$ cat config.mk
export PLATFORM = sky130hd
export DESIGN_NAME = one_four_demux_buf_flat
export DESIGN_NICKNAME = d
export VERILOG_FILES = /design/src/rtl/one_four_demux_buf_pkg.sv /design/src/rtl/one_four_demux_buf_if.sv /design/src/rtl/one_four_demux_buf_demux_slot.sv /design/src/rtl/one_four_demux_buf.sv /design/src/flat_wrapper.sv
export SDC_FILE = /design/constraint.sdc
export NUM_CORES = 1
export LEC_CHECK = 0
export ABC_AREA = 1
export CELL_PAD_IN_SITES_DETAIL_PLACEMENT = 1
export CELL_PAD_IN_SITES_GLOBAL_PLACEMENT = 1
export CORE_MARGIN = 4
export CORE_UTILIZATION = 32
export CTS_BUF_LIST = sky130_fd_sc_hd__clkbuf_4
export CTS_CLUSTER_DIAMETER = 50
export DETAILED_ROUTE_END_ITERATION = 8
export PLACE_DENSITY_LB_ADDON = 0.1
export SLEW_MARGIN = 15
export SYNTH_ARGS = -nofsm -noshare
export SYNTH_HDL_FRONTEND = slang
export SYNTH_HIERARCHICAL = 1
export SYNTH_SLANG_ARGS = --single-unit
export TNS_END_PERCENT = 1
$ cat constraint.sdc
create_clock -name clk -period 2.3 [get_ports clk]
set_input_delay 0.46 -clock clk [delete_from_list [all_inputs] [get_ports clk]]
set_output_delay 0.46 -clock clk [all_outputs]
set_load 0.05 [all_outputs]
$ cat src/rtl/one_four_demux_buf_pkg.sv
// Shared types and constants for the buffered 1-to-4 demultiplexer.
package one_four_demux_buf_pkg;

   localparam int NUM_CH = 4;
   localparam int SEL_W  = 2;
   localparam int CNT_W  = 8;

   typedef logic [SEL_W-1:0]  ch_idx_t;
   typedef logic [NUM_CH-1:0] ch_mask_t;

   // Unicast steers to one channel; broadcast writes every channel at once.
   typedef enum logic {
      MODE_UNICAST = 1'b0,
      MODE_BCAST   = 1'b1
   } xfer_mode_e;

   // Plain binary channel index to one-hot mask: 0 -> 4'b0001 ... 3 -> 4'b1000.
   // Same select convention as the 4:1 operand-gather muxes.
   function automatic ch_mask_t ch_onehot(input ch_idx_t idx);
      ch_onehot = ch_mask_t'(1) << idx;
   endfunction

endpackage

$ cat src/rtl/one_four_demux_buf_if.sv
// Producer/consumer bundle of the buffered 1-to-4 demultiplexer.
// The slave side is the demux itself; the master side drives the producer
// word and the consumer acks.
interface one_four_demux_buf_if
   import one_four_demux_buf_pkg::*;
#(
   parameter int WIDTH = 8
);

   // Producer side
   ch_idx_t            sel;
   logic               bcast;
   logic [WIDTH-1:0]   in_data;
   logic               in_valid;
   logic               in_ready;

   // Consumer side
   logic [WIDTH-1:0]   out_data0;
   logic [WIDTH-1:0]   out_data1;
   logic [WIDTH-1:0]   out_data2;
   logic [WIDTH-1:0]   out_data3;
   ch_mask_t           out_valid;
   ch_mask_t           out_ack;

   // Status
   logic [CNT_W-1:0]   accept_count;

   modport master (
      output sel, bcast, in_data, in_valid, out_ack,
      input  in_ready, out_data0, out_data1, out_data2, out_data3,
             out_valid, accept_count
   );

   modport slave (
      input  sel, bcast, in_data, in_valid, out_ack,
      output in_ready, out_data0, out_data1, out_data2, out_data3,
             out_valid, accept_count
   );

endinterface

$ cat src/rtl/one_four_demux_buf_demux_slot.sv
// Demux slot: one channel's single-entry holding register with valid/ack.
// The slot is free when it is empty or being drained this cycle, so a load
// and an ack in the same cycle give one word per cycle of throughput.
module one_four_demux_buf_demux_slot #(
   parameter int WIDTH = 8
) (
   input  logic             clk,
   input  logic             rst,
   input  logic             load,
   input  logic             ack,
   input  logic [WIDTH-1:0] d,
   output logic             free,
   output logic             valid,
   output logic [WIDTH-1:0] q
);

   logic             valid_q, valid_d;
   logic [WIDTH-1:0] data_q,  data_d;

   assign free  = !valid_q | ack;
   assign valid = valid_q;
   assign q     = data_q;

   // Next state: a load wins over an ack; an ack on an empty slot changes nothing.
   always_comb begin
      // NOTE: every output of a combinational block gets a default first so no latch is inferred.
      valid_d = valid_q;
      data_d  = data_q;
      if (load) begin
         valid_d = 1'b1;
         data_d  = d;
      end else if (ack) begin
         valid_d = 1'b0;
      end
   end

   // Slot register with synchronous reset.
   always_ff @(posedge clk) begin
      // NOTE: the data register is reset as well because consumers observe 0 after reset,
      // not just an invalid flag.
      if (rst) begin
         valid_q <= 1'b0;
         data_q  <= '0;
      end else begin
         // NOTE: sequential state uses non-blocking assignments so all flops update together.
         valid_q <= valid_d;
         data_q  <= data_d;
      end
   end

endmodule

$ cat src/rtl/one_four_demux_buf.sv
// Buffered 1-to-4 demultiplexer: steers one producer stream to a single
// channel chosen by sel, or to all four channels when bcast is set. Each
// channel holds one word until its consumer acks it.
module one_four_demux_buf
   import one_four_demux_buf_pkg::*;
#(
   parameter int WIDTH = 8
) (
   input logic                 clk,
   input logic                 rst,
   one_four_demux_buf_if.slave bus
);

   xfer_mode_e        mode;
   ch_mask_t          dest_mask;
   ch_mask_t          free_vec;
   ch_mask_t          load_vec;
   ch_mask_t          valid_vec;
   logic [WIDTH-1:0]  slot_q [NUM_CH];
   logic              accept;
   logic [CNT_W-1:0]  count_q, count_d;

   // Destination decode: one-hot of sel for unicast, every channel for broadcast.
   always_comb begin
      mode      = bus.bcast ? MODE_BCAST : MODE_UNICAST;
      dest_mask = '0;
      case (mode)
         MODE_BCAST:   dest_mask = '1;
         MODE_UNICAST: dest_mask = ch_onehot(bus.sel);
         default:      dest_mask = '0;
      endcase
   end

   // Ready when every destination channel is free. Built only from sel, bcast
   // and the slot state, so there is no path from in_valid or in_data.
   assign bus.in_ready = &(free_vec | ~dest_mask);
   assign accept       = bus.in_valid & bus.in_ready;
   assign load_vec     = dest_mask & {NUM_CH{accept}};

   for (genvar i = 0; i < NUM_CH; i++) begin : g_slot
      one_four_demux_buf_demux_slot #(
         .WIDTH (WIDTH)
      ) u_slot (
         .clk   (clk),
         .rst   (rst),
         .load  (load_vec[i]),
         .ack   (bus.out_ack[i]),
         .d     (bus.in_data),
         .free  (free_vec[i]),
         .valid (valid_vec[i]),
         .q     (slot_q[i])
      );
   end

   assign bus.out_valid = valid_vec;
   assign bus.out_data0 = slot_q[0];
   assign bus.out_data1 = slot_q[1];
   assign bus.out_data2 = slot_q[2];
   assign bus.out_data3 = slot_q[3];

   // Accept counter next state: one per accepted transfer, broadcast counts once.
   always_comb begin
      count_d = count_q;
      if (accept) begin
         count_d = count_q + CNT_W'(1);
      end
   end

   // Accept counter register, wraps modulo 256.
   always_ff @(posedge clk) begin
      if (rst) begin
         count_q <= '0;
      end else begin
         count_q <= count_d;
      end
   end

   assign bus.accept_count = count_q;

endmodule
$ cat src/flat_wrapper.sv
// flat-port wrapper written by rule: the top's interface ports become plain ports
module one_four_demux_buf_flat import one_four_demux_buf_pkg::*;
#(
   parameter int WIDTH = 8
)
  (clk, rst, bus_sel, bus_bcast, bus_in_data, bus_in_valid, bus_out_ack, bus_in_ready, bus_out_data0, bus_out_data1, bus_out_data2, bus_out_data3, bus_out_valid, bus_accept_count);
  one_four_demux_buf_if #(.WIDTH(WIDTH)) bus_i ();
  input logic clk;
  input logic rst;
  input wire logic [$bits(bus_i.sel)-1:0] bus_sel;
  input wire logic [$bits(bus_i.bcast)-1:0] bus_bcast;
  input wire logic [$bits(bus_i.in_data)-1:0] bus_in_data;
  input wire logic [$bits(bus_i.in_valid)-1:0] bus_in_valid;
  input wire logic [$bits(bus_i.out_ack)-1:0] bus_out_ack;
  output wire logic [$bits(bus_i.in_ready)-1:0] bus_in_ready;
  output wire logic [$bits(bus_i.out_data0)-1:0] bus_out_data0;
  output wire logic [$bits(bus_i.out_data1)-1:0] bus_out_data1;
  output wire logic [$bits(bus_i.out_data2)-1:0] bus_out_data2;
  output wire logic [$bits(bus_i.out_data3)-1:0] bus_out_data3;
  output wire logic [$bits(bus_i.out_valid)-1:0] bus_out_valid;
  output wire logic [$bits(bus_i.accept_count)-1:0] bus_accept_count;
  assign bus_i.sel = bus_sel;
  assign bus_i.bcast = bus_bcast;
  assign bus_i.in_data = bus_in_data;
  assign bus_i.in_valid = bus_in_valid;
  assign bus_i.out_ack = bus_out_ack;
  assign bus_in_ready = bus_i.in_ready;
  assign bus_out_data0 = bus_i.out_data0;
  assign bus_out_data1 = bus_i.out_data1;
  assign bus_out_data2 = bus_i.out_data2;
  assign bus_out_data3 = bus_i.out_data3;
  assign bus_out_valid = bus_i.out_valid;
  assign bus_accept_count = bus_i.accept_count;
  one_four_demux_buf #(.WIDTH(WIDTH)) u_core (.clk(clk), .rst(rst), .bus(bus_i));
endmodule
==> impl_metrics.toml <==
[sta]
slew_headroom = 0.647
setup_viol = 0
setup_ws_ns = 0.206
finClkSkew_ns = 0.0141
max_freq_ghz = 0.478
period_share = 0.910
whs_ns = 0.498
tightest_slew_ns = 0.527
slew_violations = 0
min_period_ns = 2.09
hold_violations = 0
grt_setup_unrepaired = "false"

[logic_synthesis]
synth_nets = 257
synthAdderAreaFrac = 0.00717
synth_xor_xnor_area_share = 0
synth_cell_types = 17
avgSynthCellArea_um2 = 7.33
netlist_area_um2 = 1740
synth_warnings = 6
synthSimpleGateAreaFrac = 0.275
synth_compound_area_frac = 0.148
synth_mux_area_frac = 0
yosysSeqAreaShare = 0.505
ys_ff_latch = 44
synth_top_family_by_area = "simple AND/OR/NAND/NOR gates"
synthCells = 238

[hold_path]
min_path_type = "reg2reg"

[place]
place_area_um2 = 2490
dp_cells = 374
place_congestion = 0.726
place_ws_ns = -0.0191
dp_hpwl_um = 3880
place.port_buffers = 62

[flow_run]
maxCapViolations = 0

[clocking]
cts_max_level = 2
cts_made_buffers = 5
cts.repair.resized = 0
cts_tree = "built"
clock-sinks = 44
post-cts-setup-buffers = 0
path_clk_slew_ns = 0.13
clock_path_buffers = 2
ctsHoldBuffers = 0
clock_latency_ns = 0.35
root_buffer = "clkbuf_4"

[final_layout]
diodes = 0
final_cells = 381
syn2layout_area_growth_pct = 48.3
design_area_um2 = 2590
fin_nets = 330
fillers = 682
drive_gt1_frac = 0.0965

[critical_path]
endpoint_kind = "primary output"
r2r-start = "u_core/g_slot[2].u_slot/valid$_SDFFE_PP0P_"
path_depth = 8
cp_max_fo = 4
rr_worst_depth = 11
path_buf_inv = 3
critical_path_class = "in2out"
slowest_delay_ns = 0.54
cp-startpoint = "bus_sel[1]"
slowest_stage = "clkdlybuf4s50_1"
setup.worst_path.end = "bus_in_ready"
crit_top_cell = "nand2_1"
path_cells = "clkdlybuf4s50_1 > inv_2 > nand2_1 > nand2_1 > nand2_1 > nand2_1 > nor2_4 > buf_12"
worstPathArrival_ns = 1.63
cp.required_ns = 1.84
reg2reg_setup_slack_ns = 0.68
startpoint_type = "input pin"
r2r-end = "u_core/g_slot[1].u_slot/q[7]$_SDFFE_PP0P_"
cp_top_family = "buffers and inverters"

[detailed_routing]
ant_nets = 0
vias = 1784
vias_per_cell = 4.68
drc = 0
routed_wl_um = 5140
firstDrtPassIters = 4
avgRoutedWirePerCell_um = 13.5
drt_iter0_drc = 32

[global_routing]
antenna_found_initial = 0
grt_pass1_vias = 1844
grt_overflow_total = 0
grt.total_usage = 0.169
grt_pass1_wl_um = 8750
grt_max_degree = 17

[power]
power_leakage_nw = 1.14
p_per_area_nw_per_um2 = 772
peakVddDrop_mv = 0.336

[floorplanning]
core.rowCount = 26
num_io_pins = 63
die_w_um = 81.8
die_area_um2 = 6700
core-area_um2 = 5200
die_h_um = 81.8
initial_utilization = 0.335

[outcome]
status = "completed"
-- layer usage --
layer | share of wire | track usage | vias to the layer above
met5 | 0 | 0 | -
met4 | 0.0088 | 0.0598 | 0
met3 | 0.058 | 0.0406 | 4
met2 | 0.48 | 0.284 | 47
met1 | 0.46 | 0.208 | 838
li1 | - | - | 895
-- worst reg2reg max path: stages, from the launching register on --
cell and delay [ns]:
dfxtp_1 0.35, nand2_1 0.13, inv_1 0.06, nand2_1 0.07, nand2_2 0.06, nor2_4 0.17, nand2_4 0.07, a21oi_1 0.15
buf_4 0.19, inv_2 0.11, nor2_1 0.11, nor2_1 0.05
-- worst min path at each step --
stage | from | endpoint | slack [ns] | depth (start not counted)
floorplan | rst | u_core/g_slot[0].u_slot/valid$_SDFFE_PP0P_ | 0.52 | 1
global placement | u_core/g_slot[1].u_slot/q[1]$_SDFFE_PP0P_ | u_core/g_slot[1].u_slot/q[1]$_SDFFE_PP0P_ | 0.48 | 2
detailed placement | u_core/bus.accept_count[2]$_SDFFE_PP0P_ | u_core/bus.accept_count[2]$_SDFFE_PP0P_ | 0.48 | 2
CTS | u_core/bus.accept_count[2]$_SDFFE_PP0P_ | u_core/bus.accept_count[2]$_SDFFE_PP0P_ | 0.50 | 2
global route | u_core/bus.accept_count[2]$_SDFFE_PP0P_ | u_core/bus.accept_count[2]$_SDFFE_PP0P_ | 0.51 | 2
finish | u_core/bus.accept_count[2]$_SDFFE_PP0P_ | u_core/bus.accept_count[2]$_SDFFE_PP0P_ | 0.50 | 2
-- area by class of cell --
| cell class | count | area (um^2) | share of cell area |
|---|---|---|---|
| sequential | 44 | 881 | 0.341 |
| clock buffer | 5 | 37.5 | 0.0145 |
| clock inverter | 2 | 60.1 | 0.0232 |
| timing repair buffer | 67 | 668 | 0.258 |
| tap | 70 | 87.6 | 0.0339 |
| inverter | 27 | 101 | 0.0392 |
| multi-input combinational | 166 | 751 | 0.290 |
-- synth_stat cells, drive strengths merged --
cell type / n / share of area
nor2: 77 / 0.17
dfxtp: 44 / 0.51
o21ai: 33 / 0.095
nand2: 30 / 0.072
inv: 27 / 0.058
a21oi: 15 / 0.054
nand3: 10 / 0.032
buf: 1 / 0.0065
ha: 1 / 0.0072
-- cell families (layout without fill, tap and decap cells) --
group	after synthesis	after routing
compound gates	48	48
fa+ha+maj	1	1
buf+inv	28	101
flops	44	44
simple gates	117	117
-- flip-flops by register name (all words and copies together) (netlist names) --
signal	cells
u_core/g_slot.u_slot/q	32
u_core/bus.accept_count	8
u_core/g_slot.u_slot/valid	4
-- cell usage in the layout (no fill, tap or decap) --
| master | netlist | final |
|---|---|---|
| o21ai_1 | 1 | 1 |
| inv_2 | 6 | 6 |
| clkbuf_4 | 0 | 5 |
| a21oi_2 | 5 | 5 |
| nand3_2 | 1 | 1 |
| clkdlybuf4s50_1 | 0 | 61 |
| nor2_1 | 75 | 75 |
| nor2_2 | 1 | 1 |
| nand2_1 | 27 | 27 |
| ha_1 | 1 | 1 |
| nor2_4 | 1 | 1 |
| inv_1 | 21 | 21 |
| nand2_4 | 1 | 1 |
| a21oi_1 | 10 | 10 |
| buf_4 | 0 | 5 |
| bufinv_16 | 0 | 2 |
| buf_12 | 0 | 1 |
| nand2_2 | 2 | 2 |
| o21ai_0 | 32 | 32 |
| nand3_1 | 9 | 9 |
| dfxtp_1 | 44 | 44 |
-- power by group --
part	total [mW]	switching [mW]	internal, mW
Sequential	0.856	0.0327	0.823
Clock	0.578	0.245	0.333
Combinational	0.562	0.375	0.186
Total	2.00	0.653	1.34
-- through the flow --
stage / TNS [ns] / total power, mW / util
2_1_floorplan: 0 / 1.22 / -
6_report: 0 / 2.00 / 0.497
3_3_place_gp: -0.0379 / 1.43 / 0.478
5_1_grt: 0 / 2.11 / 0.497
3_5_place_dp: -0.0461 / 1.44 / 0.478
4_1_cts: 0 / 2.03 / 0.497
Note: power is estimated with default switching activity, not from simulation.
